## src/rtl/wb_regfile_commit.sv

```systemverilog
// ---------------------------------------------------------------------------
// wb_regfile_commit
//
// Writeback/commit stage at the tail of the MEM/WB pipeline register.
// Retires valid instructions into the architectural register file, serves two
// combinational read ports with write-through bypass, redirects fetch on any
// committed write to the PC register (highest index), retires the stop
// instruction into a sticky halt state and keeps retirement statistics.
//
// Slot interface: in_Validity_MEM_WB is a valid-only qualifier with no ready
// back-pressure. The slot is consumed on every rising edge on which it is
// valid and the stage is in RUN; bubbles (valid=0) are ignored whatever the
// other slot fields carry.
//
// Ports:
//   clk, reset            clock, synchronous active-high reset (highest priority)
//   in_Validity_MEM_WB    slot valid
//   in_Result, in_RDest   writeback data / destination register
//   in_W_reg              instruction writes a register
//   in_stop               instruction is the stop/halt instruction
//   in_pc                 PC of the retiring instruction
//   in_BPR                branch-prediction-related flag
//   rd_addr_a/b           read port addresses
//   rd_data_a/b           combinational read data (bypassed)
//   pc_redirect           one-cycle pulse after a committed PC-register write
//   pc_target             value last written to the PC register
//   halted                sticky halt indicator (FSM in HALT)
//   last_pc               PC of the last committed instruction
//   retire_count          committed instructions, wraps
//   bpr_count             committed instructions with in_BPR=1, wraps
// ---------------------------------------------------------------------------
module wb_regfile_commit #(
    parameter int DATA_W = 16,
    parameter int ADDR_W = 3,
    parameter int CNT_W  = 16
) (
    input  logic              clk,
    input  logic              reset,
    input  logic              in_Validity_MEM_WB,
    input  logic [DATA_W-1:0] in_Result,
    input  logic [ADDR_W-1:0] in_RDest,
    input  logic              in_W_reg,
    input  logic              in_stop,
    input  logic [DATA_W-1:0] in_pc,
    input  logic              in_BPR,
    input  logic [ADDR_W-1:0] rd_addr_a,
    input  logic [ADDR_W-1:0] rd_addr_b,
    output logic [DATA_W-1:0] rd_data_a,
    output logic [DATA_W-1:0] rd_data_b,
    output logic              pc_redirect,
    output logic [DATA_W-1:0] pc_target,
    output logic              halted,
    output logic [DATA_W-1:0] last_pc,
    output logic [CNT_W-1:0]  retire_count,
    output logic [CNT_W-1:0]  bpr_count
);

    localparam int                NREGS  = 1 << ADDR_W;
    localparam logic [ADDR_W-1:0] PC_REG = '1;
    localparam logic [CNT_W-1:0]  CNT_ONE = {{(CNT_W-1){1'b0}}, 1'b1};

    typedef enum logic {
        ST_RUN  = 1'b0,
        ST_HALT = 1'b1
    } state_t;

    state_t state_q;
    state_t state_d;

    logic commit;
    logic wr_en;
    logic pc_wr;

    logic [DATA_W-1:0] regs_q [NREGS];

    // -----------------------------------------------------------------------
    // Commit qualification
    // -----------------------------------------------------------------------
    assign commit = (state_q == ST_RUN) && in_Validity_MEM_WB;
    assign wr_en  = commit && in_W_reg;
    assign pc_wr  = wr_en && (in_RDest == PC_REG);

    // -----------------------------------------------------------------------
    // Run/halt FSM
    // -----------------------------------------------------------------------
    always_ff @(posedge clk) begin
        if (reset) begin
            state_q <= ST_RUN;
        end else begin
            state_q <= state_d;
        end
    end

    // HALT is only left through reset, so it has no outgoing transition here.
    always_comb begin
        state_d = state_q;
        case (state_q)
            ST_RUN: begin
                if (commit && in_stop) begin
                    state_d = ST_HALT;
                end
            end
            ST_HALT: begin
                state_d = ST_HALT;
            end
            default: begin
                state_d = ST_RUN;
            end
        endcase
    end

    assign halted = (state_q == ST_HALT);

    // -----------------------------------------------------------------------
    // Register file. R0 is an ordinary register. The stop instruction's own
    // write lands on the same edge that enters HALT because wr_en is derived
    // from the current (RUN) state.
    // -----------------------------------------------------------------------
    always_ff @(posedge clk) begin
        if (reset) begin
            for (int i = 0; i < NREGS; i++) begin
                regs_q[i] <= '0;
            end
        end else if (wr_en) begin
            regs_q[in_RDest] <= in_Result;
        end
    end

    // Write-through bypass: a read of the register being committed this cycle
    // returns the incoming result so decode sees it without a stall.
    always_comb begin
        rd_data_a = regs_q[rd_addr_a];
        if (wr_en && (rd_addr_a == in_RDest)) begin
            rd_data_a = in_Result;
        end
    end

    always_comb begin
        rd_data_b = regs_q[rd_addr_b];
        if (wr_en && (rd_addr_b == in_RDest)) begin
            rd_data_b = in_Result;
        end
    end

    // -----------------------------------------------------------------------
    // Fetch redirect on PC-register writes. pc_redirect is re-evaluated every
    // edge, giving a one-cycle pulse per committed PC write.
    // -----------------------------------------------------------------------
    always_ff @(posedge clk) begin
        if (reset) begin
            pc_redirect <= 1'b0;
            pc_target   <= '0;
        end else begin
            pc_redirect <= pc_wr;
            if (pc_wr) begin
                pc_target <= in_Result;
            end
        end
    end

    // -----------------------------------------------------------------------
    // Retirement statistics
    // -----------------------------------------------------------------------
    always_ff @(posedge clk) begin
        if (reset) begin
            last_pc      <= '0;
            retire_count <= '0;
            bpr_count    <= '0;
        end else if (commit) begin
            last_pc      <= in_pc;
            retire_count <= retire_count + CNT_ONE;
            if (in_BPR) begin
                bpr_count <= bpr_count + CNT_ONE;
            end
        end
    end

endmodule

```

## config.mk

```make
export PLATFORM = sky130hd
export DESIGN_NAME = wb_regfile_commit
export DESIGN_NICKNAME = d
export VERILOG_FILES = /design/src/rtl/wb_regfile_commit.sv
export SDC_FILE = /design/constraint.sdc
export NUM_CORES = 1
export LEC_CHECK = 0
export ABC_AREA = 1
export BUFFER_PORTS_ARGS = -buffer_cell sky130_fd_sc_hd__buf_2
export CORE_MARGIN = 2
export CORE_UTILIZATION = 58
export CTS_CLUSTER_DIAMETER = 40
export DETAILED_ROUTE_END_ITERATION = 16
export PLACE_DENSITY = 0.92
export SYNTH_ARGS = -nofsm -noshare
export SYNTH_HDL_FRONTEND = slang
export SYNTH_SLANG_ARGS = --single-unit
```

## constraint.sdc

```tcl
create_clock -name clk -period 2.25 [get_ports clk]
set_input_delay 0.225 -clock clk [delete_from_list [all_inputs] [get_ports clk]]
set_output_delay 0.225 -clock clk [all_outputs]
set_load 0.03 [all_outputs]
```

==> metrics.txt <==
status completed; crit-path max cell delay 0.32 ns; Antenna Diode Count 0; clock slew at reported path FFs 0.07 ns; nets@finish around 1,400; die area between 15,000 and 20,000 sq um; Data arrival, critical path 1.92 ns; cts hold-fix bufs 0; Initial Util between 50% and 60%; Final Setup Violations 0; PortBufs 144; initial antenna violation count 0; dpl cells approximately 1,500; Slew Limit Fails 0; CTS max path bufs 2; commonest non-fill, non-tap cell in the layout nor2_1; CTS tree built; Clk Latency, worst-skew pair 0.43 ns; final setup margin between 0.1 and 0.15 ns; residual DRC count 0; power density over the cells between 700 and 800 nW/um^2; max-cap violation count 0; First-pass DRT Iterations 8; CTS sink cnt between 150 and 200; Fillers between 1,000 and 1,500; core footprint about 17,000 sq um; critical path class reg -> out; Startpoint Class flop; GRT overflow 0; cts repair resizes 1; CP max-delay cell dfxtp_1; LEAKAGE roughly 0.0049 uW; crit-path cells inv_2 -> nand2_2 -> inv_2 -> nand2_4 -> a21oi_2 -> nand2_2 -> inv_4 -> nand2_1 -> nand2_1 -> buf_2; Yosys reg bits 194; syn nets between 1,000 and 1,500; RSZ-0062 raised after global routing no; Synth cell types 33; # Post-CTS Setup Buffers 0; HP Class in -> reg; Hold Vio Cnt, Final 0; Non-Filler Instances between 1,500 and 2,000; worst rel slew slack between 60% and 70%; Worst Tran Pin Value ~0.49 ns; most frequent cells in the layout nor2_1 (225), nand2_1 (196), buf_2 (142), nand3_1 (129), edfxtp_1 (128); fin crit share a little over nine tenths; largest net degree at the start of global routing 129; Detailed Route WL 26,800 um; setup_tns 0 ns; fmax 0.466 GHz; All-Layer GR Usage approximately 30%; Vias/cell about 5.9; Buffers & Inverters on Critical Path 4; Area Growth Syn to Fin 15.0%; worst slack, placed about 0.41 ns; layout cells sized above 1 between 10% and 20%; cts bufs inserted 17; crit-path leading delay family buffers and inverters; # IOs 145; clk root buf clkbuf_16; Mapped Cells between 1,000 and 1,500; vias 9,291; first-pass GRT wire length 42,400 um; mapped cell area just under 10,000 sq um; synth warn 0; dpl hpwl 17,900 um; vias in the first global route between 8,000 and 9,000; hold_ws about 0.037 ns; worst-path fanout max 16; required time worst endpoint roughly 2 ns; Final ANT Viol Nets 0; GP Congestion ~0.88; worst vdd ir around 0.44 mV; Chip Height 135 um; DRT iter0 DRCs between 1,000 and 1,500; synthesized area per cell ~8.1 sq um; post-synthesis sequential area ratio a little over half; Setup crit end kind output pin; H-tree levels 4; fin crit period roughly 2.1 ns; row count 47; DR WL/cell ~17 um; Die X 135 um; skew final 0.00747 ns
report_power, final:
| group | internal, uW | total, uW | switching [uW] | leakage [uW] |
|---|---|---|---|---|
| Sequential | 3920 | 3970 | 59.2 | 0.00185 |
| Combinational | 323 | 1140 | 821 | 0.00280 |
| Clock | 1650 | 2970 | 1320 | 0.000279 |
routing by layer:
layer	routed length (um)	track usage (%)	up-vias
met2	12600	47.4	665
met4	854	14.4	0
li1	-	-	4351
met5	0	0	-
met3	3600	7.62	85
met1	9770	37.9	4190
cell usage after synthesis:
library cell	count	area (sq um)
inv_1	93	349
or2_2	1	6.26
inv_4	1	6.26
clkbuf_2	1	5.00
a21oi_1	75	375
clkbuf_1	26	97.6
edfxtp_1	128	3840
buf_1	8	30.0
o21ai_0	103	515
nor2_1	225	845
xor2_1	9	78.8
inv_2	5	18.8
and3_1	1	6.26
nand2_2	6	37.5
nand4_1	7	43.8
nand3_1	129	646
buf_6	3	33.8
a21oi_2	1	8.76
nor2_2	1	6.26
buf_4	5	37.5
ha_1	2	25.0
nor3_1	4	20.0
buf_2	35	175
nand3_2	4	40.0
nor3b_1	3	22.5
nor2_4	1	11.3
dfxtp_1	66	1320
nand2_1	196	736
o211ai_1	64	480
nand2_4	1	11.3
clkinv_1	18	67.6
o21bai_1	3	22.5
o21ai_1	1	5.00
sequential cells by signal, indices dropped and copies added (netlist names):
| register | cells |
|---|---|
| retire_count | 16 |
| last_pc | 16 |
| pc_redirect | 1 |
| halted | 1 |
| bpr_count | 16 |
| pc_target | 16 |
| regs_q | 128 |
through the flow:
stage                     utilization, %  instance area [sq um]  power (uW)
after global routing                68.6                  11400        8360
after global placement              65.1                  10800        5130
after detailed placement            65.1                  10800        5170
final                               68.6                  11400        8090
after CTS                           68.5                  11400        8080
after floorplan                        -                   9930        4800
worst reg2reg max path: cells and delay by family, from the launching register on:
family | cells | cell delay [ns]
and+or+nand+nor | 5 | 0.75
buffers and inverters | 3 | 0.43
DFF | 1 | 0.32
kinds of logic after synthesis:
kind of cell | share of synthesized area [%]
DFF | 52.0
adders and majority gates | 0.252
and+or+nand+nor | 24.5
xor gates and xnor gates | 0.794
buffers and inverters | 8.27
AOI/OAI and AO/OA | 14.2
final cells by class:
cell class,instances,area (sq um),share of cell area (%)
inverter,117,449,3.94
clock inverter,11,129,1.13
tap,220,275,2.41
multi-input combinational,837,3950,34.6
sequential,194,5160,45.2
timing repair buffer,175,1010,8.83
clock buffer,21,440,3.86
final timing paths:
| path | start | to | slack, ns | cells past startpoint |
|---|---|---|---|---|
| setup / recovery | halted$_SDFF_PP0_ | rd_data_b[9] | 0.10 | 10 |
| hold / removal | in_pc[11] | last_pc[11]$_SDFFE_PP0N_ | 0.04 | 3 |
| setup reg to reg | halted$_SDFF_PP0_ | regs_q[4][11]$_SDFFCE_PN0P_ | 0.43 | 8 |
| hold reg to reg | last_pc[8]$_SDFFE_PP0N_ | last_pc[8]$_SDFFE_PP0N_ | 0.48 | 2 |
Note: power is estimated with default switching activity, not from simulation.
